## src/rtl/polar_pkg.sv

```systemverilog
// Shared constants and state encoding for the polar decoder output path.
package polar_pkg;

  localparam int unsigned DEC_MEM_WIDTH = 140;
  localparam int unsigned DEC_MEM_ADDRW = 6;
  localparam int unsigned KW            = 8;
  localparam int unsigned PKT_CNT_W     = 6;

  typedef enum logic [2:0] {
    ST_IDLE,
    ST_WAIT_PKT,
    ST_COLLECT,
    ST_FLUSH,
    ST_DONE
  } dec_wr_state_t;

endpackage

```

## src/rtl/polar_dec_writer.sv

```systemverilog
// Packs the information bits of each decoded packet into one DEC memory word
// and tracks job completion. The memory write enable is tied high, so waddr
// and wdata are always-valid registers.
module polar_dec_writer #(
  parameter int unsigned DEC_MEM_WIDTH = polar_pkg::DEC_MEM_WIDTH,
  parameter int unsigned DEC_MEM_ADDRW = polar_pkg::DEC_MEM_ADDRW,
  parameter int unsigned KW            = polar_pkg::KW
) (
  input  logic                     clk,
  input  logic                     rst,
  input  logic                     module_en,
  input  logic [5:0]               i_num_pkt,
  input  logic                     i_pkt_start,
  input  logic [KW-1:0]            i_k,
  input  logic                     i_bit_valid,
  input  logic                     i_bit,
  input  logic                     i_frozen,
  input  logic                     i_pkt_end,
  output logic [DEC_MEM_ADDRW-1:0] waddr,
  output logic [DEC_MEM_WIDTH-1:0] wdata,
  output logic                     o_pkt_done,
  output logic                     proc_done,
  output logic                     o_err
);
  import polar_pkg::*;

  dec_wr_state_t          state;
  logic [PKT_CNT_W-1:0]   num_pkt;
  logic [PKT_CNT_W-1:0]   pkt_cnt;
  logic [KW-1:0]          k;
  logic [KW-1:0]          info_cnt;

  logic                   take;
  logic                   fits;
  logic [KW-1:0]          cnt_next;
  logic [DEC_MEM_WIDTH-1:0] bit_sel;
  logic [KW-1:0]          k_in;
  logic                   k_over;

  // Decode of the current bit slot and clamping of the incoming K.
  always_comb begin
    take     = i_bit_valid && !i_frozen;
    fits     = info_cnt < k;
    cnt_next = (take && fits) ? info_cnt + KW'(1) : info_cnt;
    bit_sel  = '0;
    for (int unsigned j = 0; j < DEC_MEM_WIDTH; j++) begin
      bit_sel[j] = take && fits && (info_cnt == KW'(j));
    end
    k_over = i_k > KW'(DEC_MEM_WIDTH);
    k_in   = k_over ? KW'(DEC_MEM_WIDTH) : i_k;
  end

  // Control FSM with registered outputs.
  always_ff @(posedge clk) begin
    if (rst) begin
      state      <= ST_IDLE;
      num_pkt    <= '0;
      pkt_cnt    <= '0;
      k          <= '0;
      info_cnt   <= '0;
      waddr      <= '0;
      wdata      <= '0;
      o_pkt_done <= 1'b0;
      proc_done  <= 1'b0;
      o_err      <= 1'b0;
    end else begin
      o_pkt_done <= 1'b0;
      if (!module_en) begin
        // Abort keeps waddr/wdata so the memory keeps rewriting the same row.
        state     <= ST_IDLE;
        proc_done <= 1'b0;
      end else begin
        unique case (state)
          ST_IDLE: begin
            num_pkt   <= i_num_pkt;
            pkt_cnt   <= '0;
            o_err     <= 1'b0;
            proc_done <= 1'b0;
            state     <= (i_num_pkt == '0) ? ST_DONE : ST_WAIT_PKT;
          end
          ST_WAIT_PKT: begin
            if (i_pkt_start) begin
              waddr    <= DEC_MEM_ADDRW'(pkt_cnt);
              wdata    <= '0;
              info_cnt <= '0;
              k        <= k_in;
              if (k_over) o_err <= 1'b1;
              state    <= ST_COLLECT;
            end
          end
          ST_COLLECT: begin
            if (i_pkt_start) begin
              // Restart of the same row: pkt_cnt (and so waddr) is left alone.
              wdata    <= '0;
              info_cnt <= '0;
              k        <= k_in;
              o_err    <= 1'b1;
            end else begin
              wdata    <= (wdata & ~bit_sel) | (bit_sel & {DEC_MEM_WIDTH{i_bit}});
              info_cnt <= cnt_next;
              if (take && !fits) o_err <= 1'b1;
              if (i_pkt_end) begin
                if (cnt_next != k) o_err <= 1'b1;
                if (pkt_cnt != '1) pkt_cnt <= pkt_cnt + 1'b1;
                o_pkt_done <= 1'b1;
                state      <= ST_FLUSH;
              end
            end
          end
          ST_FLUSH: begin
            // Raising proc_done on the way out keeps it at pkt_end + 2.
            if (pkt_cnt == num_pkt) begin
              state     <= ST_DONE;
              proc_done <= 1'b1;
            end else begin
              state <= ST_WAIT_PKT;
            end
          end
          ST_DONE: begin
            proc_done <= 1'b1;
          end
          default: state <= ST_IDLE;
        endcase
      end
    end
  end

endmodule

```

## config.mk

```make
export PLATFORM = sky130hd
export DESIGN_NAME = polar_dec_writer
export DESIGN_NICKNAME = d
export VERILOG_FILES = /design/src/rtl/polar_pkg.sv /design/src/rtl/polar_dec_writer.sv
export SDC_FILE = /design/constraint.sdc
export NUM_CORES = 1
export LEC_CHECK = 0
export CORE_UTILIZATION = 35
export CTS_CLUSTER_SIZE = 20
export DETAILED_ROUTE_END_ITERATION = 10
export PLACE_DENSITY = 0.62
export SETUP_SLACK_MARGIN = 0.05
export SYNTH_ARGS = -nofsm -noshare
export SYNTH_HDL_FRONTEND = slang
export SYNTH_SLANG_ARGS = --single-unit
```

## constraint.sdc

```tcl
create_clock -name clk -period 6.4 [get_ports clk]
set_input_delay 0.64 -clock clk [delete_from_list [all_inputs] [get_ports clk]]
set_output_delay 0.64 -clock clk [all_outputs]
set_load 0.01 [all_outputs]
```

## Word-level counts from Yosys, hierarchy flattened

Index checks and enable logic that the tools add are counted.

- Bits in registers: 180
- Input port bits: 22
- Output and inout port bits: 149
- Logic and storage cells: 364

- Add/sub/neg operators: 2
- $lt $le $gt $ge: 2
- Eq/ne operators: 152
- Multiplexer cells: 28
- Bitwise gates (word level): 7
- Reduce and logical (&&, ||, !) cells: 163

Operators by type and width:

| kind | count |
|---|---|
| 8-bit by 7-bit equality test with 1-bit output, second input constant | 64 |
| 140-bit bitwise AND | 2 |
| 140-bit 2-to-1 mux | 2 |
| 140-bit case mux with 2 select lines | 1 |
| 8-bit by 6-bit equality test with 1-bit output, second input constant | 32 |
| 1-bit logical AND | 143 |
| 140-bit NOT | 1 |
| 140-bit bitwise OR | 1 |
| 8-bit by 5-bit equality test with 1-bit output, second input constant | 16 |
| 8-bit equality test, second input constant | 12 |
| 8-bit by 4-bit equality test with 1-bit output, second input constant | 8 |
| 8-bit by 3-bit equality test with 1-bit output, second input constant | 4 |
| 8-bit 2-to-1 mux | 4 |
| 6-bit 2-to-1 mux | 3 |
| 8-bit by 2-bit equality test with 1-bit output, second input constant | 2 |
| 8-bit case mux with 2 select lines | 1 |
| 3-bit 2-to-1 mux | 5 |
| 3-bit case mux with 5 select lines | 1 |
| 2-bit != test, second input constant | 6 |
| 6-bit case mux with 2 select lines | 1 |
| 3-bit AND reduction | 3 |
| 8-bit by 1-bit adder with 8-bit output, second input constant | 1 |
| 8-bit by 1-bit equality test with 1-bit output, second input constant | 1 |
| 8-bit greater-than comparator, second input constant | 1 |
| other kinds (22) | 39 |

## Longest topological paths before layout

- Depth in word-level cells: 9
- Gate-level depth with buffers: 11
- Mapped depth without buffers: 8

## Worst setup path before layout

Ideal clock, no wire load.

- Path type: register -> register
- From: register k[7]
- To: register wdata[21]
- Data arrival time: 2.383 ns
- Slack: 3.893 ns
- Stages on the path, launching flop included: 12
- Buffers on the path: 3
- Period minus slack after synthesis: 2.507 ns
- Cells stage by stage: dfxtp_1 inv_1 ha_1 and3_1 and3_1 buf_2 buf_2 a2111oi_4 buf_2 a21oi_1 o21ai_1 o21ai_1

- Longest elaborated chain between the ends: 8

Ends and longest elaborated chain:

| item | line | RTL |
|---|---|---|
| start: declaration | polar_dec_writer.sv:30 | `logic [KW-1:0] k;` |
| start signal: assignment | polar_dec_writer.sv:86 | `k <= k_in;` |
| start signal: assignment | polar_dec_writer.sv:96 | `k <= k_in;` |
| 8-bit less-than comparator * | polar_dec_writer.sv:43 | `fits = info_cnt < k;` |
| 1-bit logical AND * (2 in series) | polar_dec_writer.sv:47 | `bit_sel[j] = take && fits && (info_cnt == KW'(j));` |
| 140-bit NOT | polar_dec_writer.sv:99 | `wdata <= (wdata & ~bit_sel) \| (bit_sel & {DEC_MEM_WIDTH{i_bit}});` |
| 140-bit bitwise AND | polar_dec_writer.sv:99 |  |
| 140-bit bitwise OR * | polar_dec_writer.sv:99 |  |
| 140-bit 2-to-1 mux * | polar_dec_writer.sv:92 | `if (i_pkt_start) begin` |
| 140-bit case mux with 2 select lines * | polar_dec_writer.sv:73 | `unique case (state)` |
| end signal: assignment | polar_dec_writer.sv:99 |  |
| end: declaration | polar_dec_writer.sv:20 | `output logic [DEC_MEM_WIDTH-1:0] wdata,` |

Mark *: on every way between the ends. The rest lies on a longest branch, timed or not.
A chain may end at the register's enable or synchronous reset.

## Worst setup path in the final report

- From: register info_cnt[7]
- To: register wdata[132]

- Longest elaborated chain between the ends: 8

Ends and longest elaborated chain:

| item | line | RTL |
|---|---|---|
| start: declaration | polar_dec_writer.sv:31 | `logic [KW-1:0] info_cnt;` |
| start signal: assignment | polar_dec_writer.sv:100 | `info_cnt <= cnt_next;` |
| 8-bit less-than comparator | polar_dec_writer.sv:43 |  |
| 1-bit logical AND | polar_dec_writer.sv:47 |  |
| 1-bit logical AND * | polar_dec_writer.sv:47 |  |
| 140-bit NOT | polar_dec_writer.sv:99 |  |
| 140-bit bitwise AND | polar_dec_writer.sv:99 |  |
| 140-bit bitwise OR * | polar_dec_writer.sv:99 |  |
| 140-bit 2-to-1 mux * | polar_dec_writer.sv:92 |  |
| 140-bit case mux with 2 select lines * | polar_dec_writer.sv:73 |  |

Marks and branches as above.

==> results.md <==
- Routability cong.: approximately 0.84
- RSZ-0062 raised after global routing: no
- Critical Path, Cell by Cell: ha_1, and3_1, and3_1, a211oi_4, and4b_1, nand4_1, o21ai_1
- Routed WL: between 20000 and 30000 µm
- Post-CTS Setup Repair Bufs: 0
- Syn Std Cell Area: ~0.009 mm²
- Avg Cell Area, Syn: around 7.8 µm²
- Hold_buf cts: 0
- Residual DRC: 0
- Crit path max-delay family: simple AND/OR/NAND/NOR gates
- Fmax: 0.273 GHz
- Clk pin slew, worst setup/hold paths: ~0.08 ns
- Clock Skews: about 0.017 ns
- Slew @ Worst Pin: ~1.1 ns
- DIE HEIGHT: ~160 µm
- Tcrit/Tclk final: about 57%
- Register area share after synthesis: 39.9%
- Cell Rows: 58
- Final Setup Violations: 0
- Iter 0 DRT Violations: around 790
- H-tree level count: 4
- Final Hold Slack: between 0.4 and 0.5 ns
- Root buffer cell: clkbuf_16
- Core region area: between 0.02 and 0.03 mm²
- Worst VDD drop: 0.000159 V
- Slowest cell on the critical path: dfxtp_1
- Synth Register Bits: 180
- YS warnings: 0
- Cell repeated most along the worst path: and3_1
- WP data arrival: 4.02 ns
- Ant. Diodes: 0
- # port buffers: between 150 and 200
- Final instance area: 0.0114 mm²
- First-pass GRT wire length: roughly 46000 µm
- Cts bufs inserted: 17
- Buffer and inverter count on the worst path: 0
- DP HPWL: roughly 19000 µm
- Post-DRT Antenna Nets: 0
- Commonest cells after routing, fill and taps aside: o21ai_1 (259), dfxtp_1 (180), a21oi_1 (178), clkdlybuf4s50_1 (169), nor2b_1 (140)
- CTS sink cnt: between 150 and 200
- Worst skew pair latency: around 0.44 ns
- Fraction of layout cells with a size suffix above 1: about 6%
- Ys flop type: dfxtp_1
- CP max FO: 15
- Max clock buf depth: 2
- Vias/cell: 5.48
- Ports: ~170
- Gr usage total: 22.4%
- Layout area overhead: 26.0%
- Max stage delay on crit path: approximately 0.60 ns
- Nets: 1277
- Post-layout total power: approximately 2300 µW
- Die width: about 160 µm
- DR pass1 iterations: 5
- Final hold viol count: 0
- Most common cell after layout, fill and taps aside: o21ai_1
- Synthesized instance count: around 1200
- Largest net degree at the start of global routing: slightly above 90
- Placed cell areas: 0.0108 mm²
- Vias in the first global route: about 8000
- Initial antenna violation count: 0
- Grt ovf: 0
- Rel. slew slack: between 20% and 30%
- DR WL/cell: between 15 and 20 µm
- Post-CTS resize count: 0
- Total number of vias: between 8000 and 9000
- Max-cap violations: 0
- Ys async rst share: 0%
- Die Area: about 0.026 mm²
- Synth cell types: 50
- Kind of critical path: reg -> reg
- CP endpoint kind: flop
- Slew Viols, Final: 0
- CTS tree: done
- Worst EP required: just under 7 ns
- LEAKAGE: 0.00394 µW
- Syn Nets: roughly 1200
- Tmin final: between 3 and 4 ns
- Status: completed
- Setup Total Neg Slack: 0 ns
- Initial Utilization: between 30% and 40%
- Hold Path Class: reg -> reg
- Power per cell area: ~200 mW/mm²
- Crit start category: flop
- Post-synth EDFFs: 0
## registers in the layout, indices dropped and copies added (netlist names)
signal      flops
pkt_cnt         6
waddr           6
wdata         140
k               8
o_pkt_done      1
state           3
info_cnt        8
o_err           1
num_pkt         6
proc_done       1
## kinds of logic (layout without fill, tap and decap cells)
logic type               after synthesis  count (layout)  synth area share [%]
adder cells (fa/ha/maj)               12              12                  1.66
AND/OR/NAND/NOR                      314             314                  19.2
AO/OA/AOI/OAI                        497             497                  30.7
XOR/XNOR                              22              22                  2.13
flip-flops                           180             180                  39.9
buffers and inverters                118             221                  5.33
multiplexers                          10              10                  1.12
## synth_stat cells, types with 2 or more instances
master	number	area, µm²
xor2_1	11	96.3
a221oi_1	2	17.5
a21oi_1	178	891
nand3b_1	5	37.5
inv_1	10	37.5
xnor2_1	11	96.3
or3_1	2	12.5
o21ai_1	259	1300
a2111oi_2	5	75.1
clkbuf_1	72	270
a21o_1	3	22.5
nand4_1	7	43.8
nor2_1	36	135
nand2_2	8	50.1
o22ai_1	2	12.5
o21ai_0	26	130
and3_1	8	50.1
buf_1	12	45.0
and2_1	16	100
a211oi_2	3	37.5
dfxtp_1	180	3600
nor2b_1	140	876
nor3_1	7	35.0
a2111oi_4	6	165
nand2_1	57	214
nand2b_1	11	68.8
ha_1	12	150
a211oi_1	5	37.5
mux2i_1	9	90.1
nand3_1	7	35.0
nor4_1	3	18.8
buf_2	22	110
## metrics by stage
step	setup WS, ns	utilization [%]	std cells
floorplan	3.89	-	1153
global placement	2.73	42.7	1554
detailed placement	2.65	42.7	1554
CTS	2.75	45.1	1586
global route	2.49	45.1	1586
finish	2.74	45.1	1586
## worst paths after layout
kind | slack (ns) | depth (start not counted) | end | start
setup / recovery | 2.74 | 7 | wdata[132]$_SDFFE_PP0P_ | info_cnt[7]$_SDFFE_PP0P_
hold / removal | 0.48 | 2 | waddr[2]$_SDFFE_PP0P_ | waddr[2]$_SDFFE_PP0P_
setup reg to reg | 2.74 | 7 | wdata[132]$_SDFFE_PP0P_ | info_cnt[7]$_SDFFE_PP0P_
hold reg to reg | 0.48 | 2 | waddr[2]$_SDFFE_PP0P_ | waddr[2]$_SDFFE_PP0P_
## area by class of cell
| type | instances | area [µm²] |
|---|---|---|
| clock inverters | 15 | 178 |
| flip-flops and latches | 180 | 3600 |
| fillers | 2497 | 13900 |
| clock buffers | 17 | 425 |
| repair buffers | 179 | 1770 |
| inverters | 10 | 37.5 |
| well taps | 330 | 413 |
| multi-input cells | 855 | 4960 |
## metal layers
layer | routed length (µm) | global-route usage, % | part of all wire, % | vias up
met4 | 586 | 6.71 | 2.0 | 0
met5 | 0 | 0 | 0 | -
met1 | 13700 | 30.8 | 46 | 4147
met3 | 2140 | 4.97 | 7.2 | 43
li1 | - | - | - | 4201
met2 | 13400 | 34.8 | 45 | 304
## tightest hold or removal path: stages (launching register included)
cell,delay [ns]
dfxtp_1,0.31
o21ai_0,0.06
a21oi_1,0.06
## power breakdown
part	switching, µW	internal (µW)	total, µW
Clock	552	533	1080
Combinational	68.2	33.3	101
Sequential	5.96	1120	1130
Total	626	1690	2320
Power figures use the tool's default switching activity.
